File: config.mk
export PLATFORM = sky130hd
export DESIGN_NAME = regfile_wb_arbiter
export DESIGN_NICKNAME = d
export VERILOG_FILES = /design/src/rtl/regfile_wb_arbiter.sv
export SDC_FILE = /design/constraint.sdc
export NUM_CORES = 1
export LEC_CHECK = 0
export ABC_AREA = 1
export CAP_MARGIN = 30
export CORE_MARGIN = 2
export CORE_UTILIZATION = 55
export DETAILED_ROUTE_END_ITERATION = 8
export GPL_ROUTABILITY_DRIVEN = 0
export PLACE_DENSITY = 0.79
export SKIP_LAST_GASP = 1
export SLEW_MARGIN = 20
export SYNTH_ARGS = -nofsm -noshare
export SYNTH_HDL_FRONTEND = slang
export SYNTH_SLANG_ARGS = --single-unit
File: constraint.sdc
create_clock -name clk_i -period 17.7 [get_ports clk_i]
set_input_delay 3.54 -clock clk_i [delete_from_list [all_inputs] [get_ports clk_i]]
set_output_delay 3.54 -clock clk_i [all_outputs]
set_load 0.005 [all_outputs]
File: src/rtl/regfile_wb_arbiter.sv
// Register-file writeback arbiter: per-source result FIFOs drained onto a
// set of write ports in round-robin order, never writing one address twice per cycle.
module regfile_wb_arbiter #(
  parameter int unsigned DATA_WIDTH     = 32,
  parameter int unsigned NR_SOURCES     = 4,
  parameter int unsigned NR_WRITE_PORTS = 2,
  parameter int unsigned FIFO_DEPTH     = 2
) (
  input  logic                                 clk_i,
  input  logic                                 rst_i,
  input  logic [NR_SOURCES-1:0]                src_valid_i,
  output logic [NR_SOURCES-1:0]                src_ready_o,
  input  logic [NR_SOURCES*5-1:0]              src_waddr_i,
  input  logic [NR_SOURCES*DATA_WIDTH-1:0]     src_wdata_i,
  output logic [NR_WRITE_PORTS-1:0]            we_o,
  output logic [NR_WRITE_PORTS*5-1:0]          waddr_o,
  output logic [NR_WRITE_PORTS*DATA_WIDTH-1:0] wdata_o
);

  localparam int unsigned AW     = 5;
  localparam int unsigned SRC_W  = (NR_SOURCES > 1) ? $clog2(NR_SOURCES) : 1;
  localparam int unsigned PORT_W = (NR_WRITE_PORTS > 1) ? $clog2(NR_WRITE_PORTS) : 1;
  localparam int unsigned PTR_W  = $clog2(FIFO_DEPTH);
  localparam int unsigned CNT_W  = $clog2(FIFO_DEPTH + 1);

  logic [AW-1:0]         addr_mem_q [NR_SOURCES][FIFO_DEPTH];
  logic [DATA_WIDTH-1:0] data_mem_q [NR_SOURCES][FIFO_DEPTH];
  logic [PTR_W-1:0]      rd_ptr_q   [NR_SOURCES];
  logic [PTR_W-1:0]      wr_ptr_q   [NR_SOURCES];
  logic [CNT_W-1:0]      count_q    [NR_SOURCES];
  logic [CNT_W-1:0]      count_d    [NR_SOURCES];
  logic [AW-1:0]         head_addr  [NR_SOURCES];
  logic [DATA_WIDTH-1:0] head_data  [NR_SOURCES];
  logic [NR_SOURCES-1:0] push;
  logic [NR_SOURCES-1:0] pop;
  logic [SRC_W-1:0]      rr_ptr_q;
  logic [SRC_W-1:0]      rr_ptr_d;

  logic [NR_WRITE_PORTS-1:0] gnt_we;
  logic [AW-1:0]             gnt_addr [NR_WRITE_PORTS];
  logic [DATA_WIDTH-1:0]     gnt_data [NR_WRITE_PORTS];

  // Zero-address results are handshaken but never enqueued.
  for (genvar s = 0; s < NR_SOURCES; s++) begin : g_src
    assign push[s]      = src_valid_i[s] & src_ready_o[s] & (src_waddr_i[s*AW +: AW] != '0);
    assign head_addr[s] = addr_mem_q[s][rd_ptr_q[s]];
    assign head_data[s] = data_mem_q[s][rd_ptr_q[s]];
    assign count_d[s]   = count_q[s] + CNT_W'(push[s]) - CNT_W'(pop[s]);
  end

  // Round-robin scan from rr_ptr; a head colliding with an already granted address waits.
  always_comb begin
    int unsigned idx;
    int unsigned n_gnt;
    logic        conflict;
    idx      = 0;
    n_gnt    = 0;
    conflict = 1'b0;
    pop      = '0;
    rr_ptr_d = rr_ptr_q;
    gnt_we   = '0;
    for (int unsigned k = 0; k < NR_WRITE_PORTS; k++) begin
      gnt_addr[PORT_W'(k)] = '0;
      gnt_data[PORT_W'(k)] = '0;
    end
    for (int unsigned i = 0; i < NR_SOURCES; i++) begin
      idx = 32'(rr_ptr_q) + i;
      if (idx >= NR_SOURCES) idx = idx - NR_SOURCES;
      conflict = 1'b0;
      for (int unsigned k = 0; k < NR_WRITE_PORTS; k++) begin
        if (gnt_we[PORT_W'(k)] && (gnt_addr[PORT_W'(k)] == head_addr[SRC_W'(idx)])) conflict = 1'b1;
      end
      if ((count_q[SRC_W'(idx)] != '0) && (n_gnt < NR_WRITE_PORTS) && !conflict) begin
        gnt_we[PORT_W'(n_gnt)]   = 1'b1;
        gnt_addr[PORT_W'(n_gnt)] = head_addr[SRC_W'(idx)];
        gnt_data[PORT_W'(n_gnt)] = head_data[SRC_W'(idx)];
        pop[SRC_W'(idx)]         = 1'b1;
        rr_ptr_d                 = (idx == NR_SOURCES - 1) ? '0 : SRC_W'(idx + 1);
        n_gnt                    = n_gnt + 1;
      end
    end
  end

  // FIFO storage needs no reset: pointers and counts define what is live.
  always_ff @(posedge clk_i) begin
    for (int unsigned s = 0; s < NR_SOURCES; s++) begin
      if (push[SRC_W'(s)]) begin
        addr_mem_q[SRC_W'(s)][wr_ptr_q[SRC_W'(s)]] <= src_waddr_i[s*AW +: AW];
        data_mem_q[SRC_W'(s)][wr_ptr_q[SRC_W'(s)]] <= src_wdata_i[s*DATA_WIDTH +: DATA_WIDTH];
      end
    end
  end

  // Ready is registered from the next occupancy so it never sees a same-cycle pop combinationally.
  always_ff @(posedge clk_i) begin
    if (rst_i) begin
      for (int unsigned s = 0; s < NR_SOURCES; s++) begin
        rd_ptr_q[SRC_W'(s)] <= '0;
        wr_ptr_q[SRC_W'(s)] <= '0;
        count_q[SRC_W'(s)]  <= '0;
      end
      src_ready_o <= '0;
      rr_ptr_q    <= '0;
      we_o        <= '0;
      waddr_o     <= '0;
      wdata_o     <= '0;
    end else begin
      for (int unsigned s = 0; s < NR_SOURCES; s++) begin
        if (push[SRC_W'(s)]) wr_ptr_q[SRC_W'(s)] <= wr_ptr_q[SRC_W'(s)] + PTR_W'(1);
        if (pop[SRC_W'(s)])  rd_ptr_q[SRC_W'(s)] <= rd_ptr_q[SRC_W'(s)] + PTR_W'(1);
        count_q[SRC_W'(s)]     <= count_d[SRC_W'(s)];
        src_ready_o[SRC_W'(s)] <= (count_d[SRC_W'(s)] != CNT_W'(FIFO_DEPTH));
      end
      rr_ptr_q <= rr_ptr_d;
      we_o     <= gnt_we;
      for (int unsigned k = 0; k < NR_WRITE_PORTS; k++) begin
        waddr_o[k*AW +: AW]                 <= gnt_addr[PORT_W'(k)];
        wdata_o[k*DATA_WIDTH +: DATA_WIDTH] <= gnt_data[PORT_W'(k)];
      end
    end
  end

endmodule

==> key figures, run 1 <==
Status
  – Outcome: finished, violations left
  – Failing checks: design-rule violations

Power
  – Reg power frac: 24.0%
  – Clock power share: 16.3%
  – Worst IR drop on VDD: 0.1905 mV
  – Leak Pwr: 0.009630 µW
  – Internal power: 2579 µW
  – Sw Ratio: 50.26%
  – Pwr dens: 218.4 mW/mm²
  – Psw: 2607 µW
  – Logic gate share of total power: 59.7%
  – Total chip power: 5186 µW

Routing
  – Total Routed Length: 59340 µm
  – DR WL/cell: 19.88 µm
  – # DRC: 38
  – Detail Route Antenna Nets: 0
  – Via Count: 17.58k
  – Via density: 5.889
  – DR pass1 iterations: 9
  – DRT iter0 DRCs: 3159

Die
  – Core area: 0.03548 mm²
  – Die outline area: 0.03740 mm²
  – Die H: 193.4 µm
  – Row count: 69
  – I/O pin count: 234
  – Initial core utilization: 55.60%
  – Die W: 193.4 µm

Global route
  – Total GRT Usage: 30.93%
  – First-pass GRT wire length: 90010 µm
  – Largest net degree at the start of global routing: 127
  – Total gr overflow: 0
  – Initial antenna violation count: 0
  – Vias in the first global route: 16.00k

Synth
  – Post-synth EDFFs: 304
  – Post-synthesis cell area: 0.01973 mm²
  – Syn_nets: 2508
  – Post-Syn Area per Cell: 8.428 µm²
  – Yosys cell types: 40
  – Ys flop type: edfxtp_1
  – Ys Warns: 0
  – Post-synthesis register bit count: 394
  – Sequential area share after synthesis: 55.40%
  – Mapped Cells: 2341
  – Fraction of registers with async set/reset: 0%

Timing
  – Crit path time final: 7.401 ns
  – Final-report hold violation count: 0
  – Worst hold slack: 0.6410 ns
  – Setup_tns: 0 ns
  – Fmax: 0.1351 GHz
  – Slew at the pin with the worst max-slew slack: 0.9611 ns
  – # setup viols final: 0
  – Post-route clock skew: 0.02323 ns
  – Slew HR: 35.77%
  – Final worst-path cycle share: 41.81%
  – RSZ-0062 raised after global routing: no
  – Max Slew Vio Count: 0

Placed design
  – Final HPWL DP: 41480 µm
  – Placed insts: 2907
  – Buffers on Ports: 233

Setup path
  – Flop-to-flop setup slack: 10.30 ns
  – Crit-path leading delay family: simple AND/OR/NAND/NOR gates
  – CP Launch Type: flop
  – Worst Setup End Kind: flop
  – Crit path DAT: 7.90 ns
  – Crit-path max cell delay: 0.71 ns
  – Most frequent CP cell: nand2_1
  – Worst EP required: 18.20 ns
  – FF-to-FF Start: rr_ptr_q[0]
  – WS Path Type: flop to flop
  – CP max FO: 62
  – Reg-to-Reg End: wdata_o[16]
  – R2R depth: 27
  – CP Buf/Inv Count: 9
  – CP max-delay cell: nand2_1

Clock network
  – Root buffer cell: clkbuf_16
  – Reg clk slew, reported paths: 0.06 ns
  – Postcts setup bufs: 0
  – Clock latency on the worst-skew pair: 0.58 ns
  – CTS sink cnt: 394
  – Clk buf depth: 3
  – Inserted Clock Buffers: 41
  – Post-CTS resize count: 0
  – Hold Buf Count CTS: 0
  – CTS H-tree lvls: 2
  – CTS tree: done

Finish
  – Area Overhead vs Synth: 20.38%
  – Filler Cells Inserted: 2716
  – Multi-input logic area: 0.007637 mm²
  – Nets@finish: 2661
  – Flip-flop and latch area: 0.01094 mm²
  – Inserted Diodes: 0
  – Layout cells sized above 1: 5.230%
  – Fin cells: 2985

Min path
  – Hold/Removal Path Class: flop to flop
  – Hold EP: rr_ptr_q[1]
  – Min-delay src: rr_ptr_q[1]
  – Number of cells on the worst hold path: 4

Run
  – MaxCap Viol Count: 0
worst max-delay path by stage:
| stage | start | end | cells after the start |
|---|---|---|---|
| 6_report | rr_ptr_q[0] | wdata_o[16] | 27 |
| 5_1_grt | rr_ptr_q[0] | wdata_o[0] | 27 |
| 4_1_cts | rr_ptr_q[0] | wdata_o[16] | 26 |
| 3_5_place_dp | rr_ptr_q[0] | wdata_o[0] | 26 |
| 2_1_floorplan | rr_ptr_q[0] | src_ready_o[0] | 39 |
| 3_3_place_gp | rr_ptr_q[0] | wdata_o[0] | 26 |
cells in the mapped netlist, types with 14 or more instances:
master	number	share of area, %
a21oi_1	90	2.3
buf_1	27	0.51
buf_2	18	0.46
clkbuf_1	94	1.8
dfxtp_1	90	9.1
edfxtp_1	304	46
inv_1	132	2.5
mux2i_1	19	0.96
nand2_1	813	15
nand3_1	199	5.0
nor2_1	78	1.5
nor3_1	14	0.36
o21ai_0	319	8.1
o21ai_1	43	1.1
cell families (layout without fill, tap and decap cells):
group / count (synthesis) / after routing / share of synthesized area (%)
compound gates: 483 / 483 / 12.70
flops: 394 / 394 / 55.40
mux: 19 / 19 / 0.9640
buf+inv: 295 / 478 / 6.215
simple gates: 1124 / 1124 / 23.32
fa+ha+maj: 13 / 13 / 0.8245
xor+xnor: 13 / 13 / 0.5771
layout by cell type (no fill, tap or decap), types with 7 or more instances in the layout:
master	n
a21oi_1	90
a31oi_1	13
buf_4	19
clkbuf_16	43
clkdlybuf4s50_1	233
clkinv_2	8
dfxtp_1	88
edfxtp_1	304
ha_1	13
inv_1	130
inv_2	10
mux2i_1	19
nand2_1	813
nand3_1	199
nor2_1	70
nor2_4	11
nor3_1	14
o21ai_0	319
o21ai_1	43
xor2_1	7
stage by stage:
step | util (%) | area (µm²) | worst slack (ns)
6_report | 66.93 | 23750 | 10.30
5_1_grt | 66.93 | 23750 | 9.719
4_1_cts | 66.54 | 23610 | 10.47
3_5_place_dp | 62.79 | 22280 | 10.48
3_3_place_gp | 62.47 | 22170 | 10.74
2_1_floorplan | - | 19730 | 11.87
power by group through the flow:
stage / combinational (µW) / sequential (µW) / clock, µW
detailed placement: 2910 / 1260 / 0
floorplan: 2100 / 1250 / 0
CTS: 2920 / 1240 / 854
finish: 3100 / 1240 / 845
global placement: 2810 / 1260 / 0
global route: 3390 / 1260 / 887
final cells by class:
| class | count | area share [%] |
|---|---|---|
| clock buffer | 52 | 4.821 |
| clock inverter | 21 | 0.7850 |
| inverter | 142 | 2.265 |
| multi-input combinational | 1652 | 32.16 |
| sequential | 394 | 46.06 |
| tap | 461 | 2.429 |
| timing repair buffer | 263 | 11.49 |
worst reg2reg max path, stage by stage (launching register included):
cell     delay (ns)
dfxtp_4        0.57
inv_4          0.25
o21ai_1        0.17
nand3_1        0.11
nand2_2        0.08
buf_4          0.50
inv_2          0.48
buf_16         0.30
nand2_1        0.15
xor2_1         0.17
nand2_1        0.07
nor3_1         0.13
nand3_1        0.09
nand2_1        0.71
inv_1          0.14
ha_1           0.22
inv_1          0.06
o21ai_0        0.08
a21oi_1        0.51
nand2_4        0.25
nor2_4         0.12
buf_4          0.48
inv_2          0.26
nand2_1        0.27
inv_2          0.11
nor2_4         0.70
o21ai_1        0.16
a21oi_1        0.21
metal layers:
layer  wire length [µm]  global-route usage (%)  vias to the layer above
met5                  0                       0                        -
met4               1721                   10.46                        0
met3               8932                   7.340                      133
met2              24410                   43.98                     1299
met1              24280                   46.42                     7964
li1                   -                       -                     8182
state kept, by name, summed over array words and instances, names as in the netlist:
register	count
addr_mem_q	40
we_o	2
wr_ptr_q	4
data_mem_q	256
wdata_o	64
rd_ptr_q	4
src_ready_o	4
waddr_o	10
count_q	8
rr_ptr_q	2
Power figures use the tool's default switching activity.
==> run 2, diff against run 1 <==
Clock period 17.7 ns to 7.2 ns, I/O delays scaled along.
==> key figures, run 2 (synthesis gave the netlist of run 1 again) <==
Status
  – Outcome: finished, violations left
  – Failing checks: design-rule violations

Finish
  – Layout cells sized above 1: 5.375% (+0.15 points)
  – Inserted Diodes: 0 (unchanged)
  – Max reg flops: 256 (unchanged)
  – Core Util, Final: 67.11% (+0.18 points)
  – Area Overhead vs Synth: 20.71%
  – Commonest cells after routing, fill and taps aside: 813 x nand2_1, 319 x o21ai_0, 304 x edfxtp_1
  – Nets@finish: 2664 (+0.11%)
  – Most common cell after layout, fill and taps aside: nand2_1

Min path
  – Hold/Removal Path Class: flop to flop
  – Number of cells on the worst hold path: 1 (-3)
  – Min-delay src: wr_ptr_q[2]
  – Hold EP: wr_ptr_q[2]

Timing
  – Final worst-path cycle share: 82.58% (+41 points)
  – Fmax: 0.1682 GHz (+24%)
  – Crit path time final: 5.945 ns (-1.456 ns)
  – Final-report hold violation count: 0 (unchanged)
  – # setup viols final: 0 (unchanged)
  – Post-route clock skew: 0.02476 ns (+0.001526 ns)
  – Slew at the pin with the worst max-slew slack: 0.9228 ns (-0.03834 ns)
  – Setup_tns: 0 ns (unchanged)
  – RSZ-0062 raised after global routing: no
  – Max Slew Vio Count: 0 (unchanged)
  – Slew HR: 38.48% (+2.7 points)

Setup path
  – Crit path DAT: 6.38 ns (-1.52 ns)
  – CP Launch Type: flop
  – CP max-delay cell: inv_2
  – WS Path Type: flop to flop
  – R2R depth: 34 (+26%)
  – FF-to-FF Start: rd_ptr_q[0][3]
  – CP max FO: 39 (-37%)
  – Crit-path max cell delay: 0.54 ns (-0.17 ns)
  – Reg-to-Reg End: src_ready_o[3]
  – Most frequent CP cell: nand2_1
  – Worst Setup End Kind: flop
  – Flop-to-flop setup slack: 1.25 ns (-9.04 ns)
  – Worst EP required: 7.63 ns (-10.57 ns)

Clock network
  – Postcts setup bufs: 0 (unchanged)
  – CTS H-tree lvls: 2 (unchanged)
  – Clk buf depth: 3 (unchanged)
  – CTS sink cnt: 394 (unchanged)
  – Hold Buf Count CTS: 0 (unchanged)
  – Post-CTS resize count: 0 (unchanged)
  – Root buffer cell: clkbuf_16
  – Clock latency on the worst-skew pair: 0.56 ns (-0.02 ns)
  – Inserted Clock Buffers: 41 (unchanged)
  – CTS tree: done
  – Reg clk slew, reported paths: 0.06 ns (about the same)

Placed design
  – Final HPWL DP: 40730 µm (-1.8%)
  – Buffers on Ports: 233 (unchanged)

Run
  – MaxCap Viol Count: 0 (unchanged)

Global route
  – Initial antenna violation count: 1 (+1)
  – Largest net degree at the start of global routing: 127 (unchanged)
  – First-pass GRT wire length: 87110 µm (-3.2%)
  – Total gr overflow: 0 (unchanged)
  – Total GRT Usage: 29.76% (-1.2 points)
  – Vias in the first global route: 15.40k (-3.7%)

Die
  – Die W: 193.4 µm (unchanged)
  – Die outline area: 0.03740 mm² (unchanged)
  – Row count: 69 (unchanged)
  – Initial core utilization: 55.60% (unchanged)
  – Core area: 0.03548 mm² (unchanged)
  – Die H: 193.4 µm (unchanged)
  – I/O pin count: 234 (unchanged)

Routing
  – DR WL/cell: 19.34 µm (-2.7%)
  – # DRC: 1 (-97%)
  – DRT iter0 DRCs: 3184 (+0.79%)
  – Detail Route Antenna Nets: 0 (unchanged)
  – Via Count: 17.51k (-0.40%)
  – Via density: 5.854 (-0.60%)
  – Total Routed Length: 57840 µm (-2.5%)
  – DR pass1 iterations: 9 (unchanged)

Power
  – Worst IR drop on VDD: 0.4498 mV (+140%)
  – Leak Pwr: 0.009652 µW (+0.23%)
  – Pwr dens: 536.6 mW/mm² (+150%)
-- run 2: critical path: cells and delay by family (launching register included) --
kind | cells | cell delay [ns]
buffers and inverters | 9 | 1.49
flip-flops | 1 | 0.35
AND/OR/NAND/NOR | 16 | 2.01
AO/OA/AOI/OAI | 4 | 0.89
adder cells (fa/ha/maj) | 3 | 0.66
XOR/XNOR | 2 | 0.41
-- run 2: final cells by class --
cell class / count / area, µm²
tap: 461 / 576.8
inverter: 142 / 538.0
sequential: 394 / 10940
timing repair buffer: 266 / 2718
clock buffer: 49 / 1079
clock inverter: 27 / 327.8
fill: 2688 / 11670
multi-input combinational: 1652 / 7637
-- run 2: worst max-delay path by stage --
stage	start	to	slack [ns]	cells past startpoint
after floorplan	rr_ptr_q[0]	src_ready_o[3]	1.37	39
after global placement	rd_ptr_q[0][3]	src_ready_o[2]	1.65	34
after detailed placement	rd_ptr_q[0][2]	src_ready_o[3]	1.44	34
after CTS	rd_ptr_q[0][3]	src_ready_o[3]	1.36	34
after global routing	rd_ptr_q[0][2]	count_q[3][1]	0.76	35
final	rd_ptr_q[0][3]	src_ready_o[3]	1.25	34
-- run 2: through the flow --
| stage | area (µm²) | setup WS (ns) | hold slack [ns] | total power [µW] | std cells |
|---|---|---|---|---|---|
| 3_3_place_gp | 22200 | 1.648 | 0.6270 | 9998 | 2905 |
| 5_1_grt | 23810 | 0.7579 | 0.6759 | 13580 | 2991 |
| 3_5_place_dp | 22300 | 1.435 | 0.6511 | 10230 | 2910 |
| 4_1_cts | 23710 | 1.356 | 0.6597 | 12420 | 2986 |
| 6_report | 23810 | 1.255 | 0.6534 | 12780 | 2991 |
| 2_1_floorplan | 19730 | 1.374 | 0.5662 | 8213 | 2341 |
-- run 2: metal layers --
layer  part of all wire (%)  global-route usage [%]
met2                     41                   42.02
met1                     42                   45.49
met4                    2.9                   8.849
met3                     14                   7.026
met5                  0.022                       0
-- run 2: report_power, final --
group	switching, µW	total (µW)	internal, µW
Clock	895	2190	1300
Sequential	123	3030	2900
Combinational	5300	7560	2260
Total	6310	12800	6460
